File: src/rtl/tone_detect.sv
// tone_detect: measures half-periods of an external square wave and reports
// a stable 440 Hz (low) or 880 Hz (high) tone.
// Optional feature macro: TONE_GLITCH_FILTER_EN -- when defined, edges that
// arrive less than MIN_HALF cycles after the previous accepted edge are ignored.
// CNT_W sets the half-period counter width (17 bits covers the default tones);
// the counter saturates at all-ones, which also sets the silence timeout.
module tone_detect #(
  parameter int CNT_W      = 17,
  parameter int HALF_LO    = 113636,
  parameter int HALF_HI    = 56818,
  parameter int TOL        = 2048,
  parameter int STABLE_CNT = 4,
  parameter int MIN_HALF   = 1000
) (
  input  logic             clk,
  input  logic             rst,
  input  logic             tone_in,
  output logic             tone_valid,
  output logic             tone_hi,
  output logic [CNT_W-1:0] half_period,
  output logic             tone_change
);

  localparam int MC_W = $clog2(STABLE_CNT + 1);

  localparam logic [CNT_W-1:0] CNT_MAX   = '1;
  localparam logic [CNT_W-1:0] HALF_LO_C = CNT_W'(HALF_LO);
  localparam logic [CNT_W-1:0] HALF_HI_C = CNT_W'(HALF_HI);
  localparam logic [CNT_W-1:0] TOL_C     = CNT_W'(TOL);
  localparam logic [MC_W-1:0]  STABLE_C  = MC_W'(STABLE_CNT);

  localparam logic [1:0] ST_SILENT  = 2'd0;
  localparam logic [1:0] ST_ACQUIRE = 2'd1;
  localparam logic [1:0] ST_LOCKED  = 2'd2;

  localparam logic [1:0] CLS_NONE = 2'd0;
  localparam logic [1:0] CLS_LO   = 2'd1;
  localparam logic [1:0] CLS_HI   = 2'd2;

  logic             sync1, sync2, sync_prev;
  logic             edge_raw, edge_ok;
  logic [CNT_W-1:0] cnt;
  logic [CNT_W-1:0] diff_lo, diff_hi;
  logic [1:0]       cls;
  logic [1:0]       state, state_n;
  logic [1:0]       cand, cand_n;
  logic [MC_W-1:0]  mc, mc_n;
  logic             lock_hi, lock_hi_n;
  logic [CNT_W-1:0] hp_n;

  // Two-flop synchronizer plus a delayed copy for edge detection.
  // NOTE: sequential state uses non-blocking assignments so every flop samples
  // pre-edge values, exactly as the hardware does.
  always_ff @(posedge clk or posedge rst) begin
    if (rst) begin
      sync1     <= 1'b0;
      sync2     <= 1'b0;
      sync_prev <= 1'b0;
    end else begin
      sync1     <= tone_in;
      sync2     <= sync1;
      sync_prev <= sync2;
    end
  end

  assign edge_raw = sync2 ^ sync_prev;

`ifdef TONE_GLITCH_FILTER_EN
  assign edge_ok = edge_raw && (cnt >= CNT_W'(MIN_HALF));
`else
  assign edge_ok = edge_raw;
`endif

  // Half-period counter: restarts at 1 on an accepted edge so the value seen
  // at the next edge equals the exact cycle distance; saturates at all-ones.
  always_ff @(posedge clk or posedge rst) begin
    if (rst)                cnt <= '0;
    else if (edge_ok)       cnt <= CNT_W'(1);
    else if (cnt != CNT_MAX) cnt <= cnt + CNT_W'(1);
  end

  // Classify the current count against both tone windows.
  always_comb begin
    diff_lo = (cnt >= HALF_LO_C) ? (cnt - HALF_LO_C) : (HALF_LO_C - cnt);
    diff_hi = (cnt >= HALF_HI_C) ? (cnt - HALF_HI_C) : (HALF_HI_C - cnt);
    if (diff_lo <= TOL_C)      cls = CLS_LO;
    else if (diff_hi <= TOL_C) cls = CLS_HI;
    else                       cls = CLS_NONE;
  end

  // Detector FSM: SILENT -> ACQUIRE -> LOCKED, with silence timeout.
  // NOTE: every output of this block gets a default first, so no path leaves
  // a signal unassigned and no latch is inferred.
  always_comb begin
    state_n   = state;
    cand_n    = cand;
    mc_n      = mc;
    lock_hi_n = lock_hi;
    hp_n      = half_period;
    if (edge_ok) begin
      case (state)
        ST_SILENT: begin
          // First edge only starts the counter.
          state_n = ST_ACQUIRE;
          cand_n  = CLS_NONE;
          mc_n    = '0;
        end
        ST_ACQUIRE: begin
          hp_n = cnt;
          if (cls == cand && cls != CLS_NONE) begin
            mc_n = mc + MC_W'(1);
          end else begin
            cand_n = cls;
            mc_n   = (cls != CLS_NONE) ? MC_W'(1) : '0;
          end
          if (mc_n == STABLE_C) begin
            state_n   = ST_LOCKED;
            lock_hi_n = (cls == CLS_HI);
          end
        end
        ST_LOCKED: begin
          hp_n = cnt;
          if (cls != (lock_hi ? CLS_HI : CLS_LO)) begin
            state_n = ST_ACQUIRE;
            cand_n  = cls;
            mc_n    = (cls != CLS_NONE) ? MC_W'(1) : '0;
          end
        end
        default: begin
          state_n = ST_SILENT;
          cand_n  = CLS_NONE;
          mc_n    = '0;
        end
      endcase
    end else if (cnt == CNT_MAX - CNT_W'(1)) begin
      // Counter is about to saturate: the tone has gone quiet.
      state_n = ST_SILENT;
      cand_n  = CLS_NONE;
      mc_n    = '0;
    end
  end

  // State, measurement and change-pulse registers.
  always_ff @(posedge clk or posedge rst) begin
    if (rst) begin
      state       <= ST_SILENT;
      cand        <= CLS_NONE;
      mc          <= '0;
      lock_hi     <= 1'b0;
      half_period <= '0;
      tone_change <= 1'b0;
    end else begin
      state       <= state_n;
      cand        <= cand_n;
      mc          <= mc_n;
      lock_hi     <= lock_hi_n;
      half_period <= hp_n;
      tone_change <= (state_n == ST_LOCKED) != (state == ST_LOCKED);
    end
  end

  assign tone_valid = (state == ST_LOCKED);
  assign tone_hi    = tone_valid & lock_hi;

endmodule

File: config.mk
export PLATFORM = sky130hd
export DESIGN_NAME = tone_detect
export DESIGN_NICKNAME = d
export VERILOG_FILES = /design/src/rtl/tone_detect.sv
export SDC_FILE = /design/constraint.sdc
export NUM_CORES = 1
export LEC_CHECK = 0
export BUFFER_PORTS_ARGS = -buffer_cell sky130_fd_sc_hd__buf_2
export CAP_MARGIN = 25
export CORE_ASPECT_RATIO = 0.7
export CORE_MARGIN = 2
export CORE_UTILIZATION = 50
export CTS_BUF_LIST = sky130_fd_sc_hd__clkbuf_4
export DETAILED_ROUTE_END_ITERATION = 7
export GPL_TIMING_DRIVEN = 1
export PLACE_DENSITY = 0.78
export SLEW_MARGIN = 20
export SYNTH_ARGS = -nofsm -noshare
export SYNTH_HDL_FRONTEND = slang
export SYNTH_SLANG_ARGS = --single-unit
File: constraint.sdc
create_clock -name clk -period 3.3 [get_ports clk]
set_input_delay 0.66 -clock clk [delete_from_list [all_inputs] [get_ports clk]]
set_output_delay 0.66 -clock clk [all_outputs]
set_load 0.01 [all_outputs]
Word level (Yosys, flattened, before mapping)

Cells that the tools add are included.
W data, S select, Z words.

Register bits: 46
Logic and storage cells: 69

$add $sub $neg: 6
$lt $le $gt $ge: 4
Equality and inequality tests: 12
Mux-type cells: 25
Bitwise operators: 2
Reductions and logical operators: 10

Operators by type and width:

| cell                     | count |
|---|---|
| $mux W17                 | 4 |
| $le A17 B12 Y1 const B   | 2 |
| $mux W2                  | 11 |
| $mux W3                  | 6 |
| $add A17 B1 Y17 const B  | 1 |
| $eq A17 B17 Y1 const B   | 1 |
| $ge A17 B16 Y1 const B   | 1 |
| $ge A17 B17 Y1 const B   | 1 |
| $ne A17 B17 Y1 const B   | 1 |
| $sub A16 B17 Y17 const A | 1 |
| $sub A17 B16 Y17 const B | 1 |
| $sub A17 B17 Y17 const A | 1 |
| $sub A17 B17 Y17 const B | 1 |
| $eq A2 B2 Y1 const B     | 3 |
| $pmux W2 S3              | 1 |
| $pmux W3 S2              | 1 |
| $reduce_and A3 Y1        | 2 |
| $reduce_bool A2 Y1       | 3 |
| $pmux W2 S2              | 1 |
| $reduce_and A2 Y1        | 2 |
| $add A3 B1 Y3 const B    | 1 |
| $eq A3 B3 Y1 const B     | 1 |
| $ne A3 B2 Y1 const B     | 1 |
| $ne A3 B3 Y1 const B     | 1 |
| 10 further kinds         | 10 |

Depth between registers and ports, before layout

Depth after elaboration: 16
Mapped depth: 16
Gate-level depth less buffers: 13

Worst setup path before layout

No wires, ideal clock.

Kind: register to register
Start point: register cnt[2]
End point: register tone_change
Setup time: 130 ps
Data arrival time: 3136 ps
Required time: 3170 ps
Path slack: 34 ps
Stages on the path, launching flop included: 16
Path buffers: 2
Clock period less this slack: 3266 ps
Path through: dfrtp_1 > buf_6 > inv_1 > ha_1 > clkbuf_1 > a21oi_1 > o211ai_1 > and3b_1 > a211oi_1 > a21bo_2 > a211oi_2 > nand3_2 > o31ai_4 > a21oi_2 > a211o_1 > xnor2_1

Word-level cells in the longest chain between the ends: 16
Elaborated cells between the ends (all ways): 29

Ends and longest elaborated chain:

| element                                                   | line     | source |
|---|---|---|
| start, declared                                           | 42       | `logic [CNT_W-1:0] cnt;` |
| start signal, assigned                                    | 79       | `else if (cnt != CNT_MAX) cnt <= cnt + CNT_W'(1);` |
| $sub A16 B17 Y17, or another cell as far along            | 85       | `diff_hi = (cnt >= HALF_HI_C) ? (cnt - HALF_HI_C) : (HALF_HI_C - cnt);` |
| $mux W17                                                  | 85       |  |
| $le A17 B12 Y1                                            | 87       | `else if (diff_hi <= TOL_C) cls = CLS_HI;` |
| $mux W2                                                   | 87       |  |
| $mux W2                                                   | 86       | `if (diff_lo <= TOL_C) cls = CLS_LO;` |
| $reduce_bool A2 Y1 / $eq A2 B2 Y1 (equally long branches) | 110, 114 |  |
| $mux W1 / $logic_and A1 B1 Y1 (equally long branches)     | 114, 110 |  |
| $mux W3                                                   | 110      | `if (cls == cand && cls != CLS_NONE) begin` |
| $mux W3                                                   | 101      | `case (state)` |
| $mux W3                                                   | 100      | `if (edge_ok) begin` |
| $eq A3 B3 Y1                                              | 116      | `if (mc_n == STABLE_C) begin` |
| $mux W2                                                   | 116      |  |
| $pmux W2 S3                                               | 101      |  |
| $mux W2 *                                                 | 100      |  |
| $eq A2 B2 Y1 *                                            | 158      | `tone_change <= (state_n == ST_LOCKED) != (state == ST_LOCKED);` |
| $ne A1 B1 Y1 *                                            | 158      |  |
| end signal, assigned                                      | 158      |  |
| end, declared                                             | 21       | `output logic tone_change` |

Every way passes the cells marked *; elsewhere a longest branch is shown, timed or not. The select of a mux whose other input is x is not followed.
A chain may end at the register's enable or synchronous reset.

Worst setup path in the final report

Start point: register cnt[2]
End point: register tone_change

Word-level cells in the longest chain between the ends: 16
Elaborated cells between the ends (all ways): 29

Ends and longest elaborated chain:

| element                                                   | line     | source |
|---|---|---|
| $sub A16 B17 Y17, or another cell as far along            | 85       |  |
| $mux W17                                                  | 85       |  |
| $le A17 B12 Y1                                            | 87       |  |
| $mux W2                                                   | 87       |  |
| $mux W2                                                   | 86       |  |
| $reduce_bool A2 Y1 / $eq A2 B2 Y1 (equally long branches) | 110, 114 |  |
| $mux W1 / $logic_and A1 B1 Y1 (equally long branches)     | 114, 110 |  |
| $mux W3                                                   | 110      |  |
| $mux W3                                                   | 101      |  |
| $mux W3                                                   | 100      |  |
| $eq A3 B3 Y1                                              | 116      |  |
| $mux W2                                                   | 116      |  |
| $pmux W2 S3                                               | 101      |  |
| $mux W2 *                                                 | 100      |  |
| via state_n[0]                                            | 45       | `logic [1:0] state, state_n;` |
| $eq A2 B2 Y1 *                                            | 158      |  |
| $ne A1 B1 Y1 *                                            | 158      |  |

The timed path passes the listed nets; every way through them passes the cells marked *. The select of a mux whose other input is x is not followed.

==> metrics <==
status completed; relative slew slack between 50% and 60%; RSZ-0062 raised after global routing yes; CTS buffer count 5; crit path DAT 3.52 ns; FF-to-FF setup slack approximately 0.064 ns; worst-path cell with the longest stage delay dfrtp_1; FF-to-FF End tone_change; XOR/XNOR Fraction of Synth Area 7.08%; Crit path required time 3.58 ns; initial antenna violation count 0; total power 1.54 mW; First-pass DRT Iterations 6; GRT overflow 0; dpl cell area 3970 µm²; CTS root buf clkbuf_4; Post-Synth Adder-Cell Area 6.98%; Core Region 6850 µm²; Critical Path Most Common Cell a211o_1; All-Layer GR Usage 27.0%; Leak Pwr between 1.5 and 2 nW; share of cells above drive strength 1 28.2%; Initial Util 52.4%; first-pass GRT wire length 16.6 mm; Peak VDD IR about 0.18 mV; CTS tree built; Final Max Slew Viols 0; via count 3,556; design area about 4300 µm²; CP startpoint kind flip-flop; CP Capture Type flip-flop; critical path class flip-flop to flip-flop; DR vias/cell 6.33; Simple-Gate Fraction of Synth Area 20.7%; most frequent cells after synthesis dfrtp_1 (46), nand2_1 (43), nor2_1 (31); full die area 7880 µm²; fmax ~300 MHz; FF-to-FF path depth 13; largest net degree at the start of global routing 47; fin crit period 3.24 ns; synthesis-to-finish area growth 19.4%; YS warnings 0; top post-synthesis cells by area dfrtp_1 (32%), ha_1 (7.0%), xnor2_1 (5.1%); 1st-iter DRT viols 413; Synth area leader dfrtp_1; WL final 10.5 mm; Avg Inst Size Synth 8.52 µm²; post-DR wirelength/cell between 15 and 20 µm; CP Max Fanout 6; fin crit share 98.0%; Post-synth ARST share 100%; IO buf count 22; Clock Sinks 46; final setup violation count 0; Reg2Reg Launch Point cnt[2]; Die Wd around 110 µm; clock buffer depth 2; Post-DP HPWL 7.86 mm; vias in the first global route 3,256; area share of the largest cell type after synthesis 32.1%; ordered list of cells on the worst path ha_1, nand2b_4, a211o_1, a21o_4, a211oi_2, o221ai_1, o31ai_2, nand3_2, buf_4, o311ai_2, nand2_1, a211o_1, xnor2_1; Clk pin slew, worst setup/hold paths 0.16 ns; Post-Route Utilization 62.5%; Top Ports 23; Post-Syn Area 3590 µm²; sequential element share of the synthesized area 32.1%; post-synthesis register bit count 46; # hold bufs at CTS 0; Hold Path Class input port to async pin; DRT antenna net count 0; synthesized instance count 421; detailed-route DRC error count 0; Skew-Pair Late Insertion Delay 0.38 ns; Synth cell types 68; GPL Wtd Cong 1.03; largest family of logic cells by synthesized area compound AO/OA/AOI/OAI gates; complex-gate fraction of the synthesized area 23.0%; Max-cap violations 0; Final Hold Viols 0; Post-Syn Nets ~440; main flop type after synthesis dfrtp_1; Tightest Pin Transition ~0.62 ns; top-count cell post-synth dfrtp_1; Ant. Diodes 0; post-synthesis mux area share 4.29%; num rows 25; number of flops mapped to enable cells by yosys 0; delay of the slowest cell on the worst path between 0.4 and 0.5 ns; Nets 490; H-tree depth 2; die height 74.9 µm; clock skew 0.0224 ns; Pwr Density 359 nW/µm²
[logic make-up after synthesis]
group / after synthesis
and+or+nand+nor: 146
adders and majority gates: 20
xor gates and xnor gates: 29
DFF: 46
muxes: 14
buffers and inverters: 49
AOI/OAI and AO/OA: 117
[flip-flops by register name (all words and copies together), names as in the netlist]
name and count:
state 2, cnt 17, lock_hi 1, sync2 1, half_period 17, sync1 1, sync_prev 1, mc 3
tone_change 1, cand 2
[worst max path at each step]
stage / to / from / slack, ns
floorplan: tone_change / cnt[2] / 0.03
global placement: tone_change / cnt[0] / -0.08
CTS: tone_change / cnt[2] / 0.02
detailed placement: tone_change / cnt[0] / -0.07
global route: tone_change / cnt[2] / -0.08
finish: tone_change / cnt[2] / 0.06
[cell usage in the layout, fill, tap and decap left out, types with 4 or more instances in the layout]
cell type,instances
nand3_1,13
xor2_1,8
buf_2,22
dfrtp_1,43
and3_1,5
nor4_1,6
a21oi_1,20
a211o_1,4
inv_2,5
nor3_1,4
o21ai_1,6
a31oi_1,5
xnor2_1,20
mux2i_1,5
nor2_1,31
and2_1,4
o21ai_0,19
inv_1,13
mux2_2,7
o211ai_1,8
clkbuf_4,5
nand2_1,43
buf_4,46
nand2b_1,7
nand4_1,8
ha_1,17
or3_1,4
[cell type report]
cell class / instances / area, µm²
clock inverter: 3 / 43.8
inverter: 18 / 67.6
tap: 94 / 118
multi-input combinational: 326 / 2370
sequential: 46 / 1150
fill: 601 / 2570
clock buffer: 5 / 37.5
timing repair buffer: 70 / 487
[report_power, final]
group | leakage (nW) | switching, mW | internal [mW]
clock network | 0.0456 | 0.201 | 0.161
logic | 1.12 | 0.323 | 0.224
registers | 0.619 | 0.0291 | 0.599
total | 1.78 | 0.553 | 0.985
[layer usage]
layer / vias up / global-route usage (%) / routed length [µm]
met1: 1701 / 40.6 / 4680
met2: 228 / 40.5 / 4440
met4: 0 / 6.22 / 141
li1: 1605 / - / -
met3: 22 / 4.94 / 1270
met5: - / 0 / 0
[what timing repair did]
action                     in CTS  in global routing
resized for setup               4                 29
setup endpoints to repair       4                  8
pin swaps                       3                 13
setup buffers                   3                  4
[through the flow]
stage	hold WS (ns)	setup slack, ns	setup TNS (ns)	cells
detailed placement	0.337	-0.0699	-0.124	546
global route	0.278	-0.0806	-0.166	562
CTS	0.370	0.0208	0	557
floorplan	0.331	0.0340	0	421
finish	0.248	0.0644	0	562
global placement	0.333	-0.0807	-0.128	546
[worst max-delay path, delay by kind of cell (launching register included)]
family | cells | cell delay [ns]
buffers and inverters | 1 | 0.17
DFF | 1 | 0.45
xor gates and xnor gates | 1 | 0.12
and+or+nand+nor | 3 | 0.37
AOI/OAI and AO/OA | 7 | 1.81
adders and majority gates | 1 | 0.23
Power figures use the tool's default switching activity.
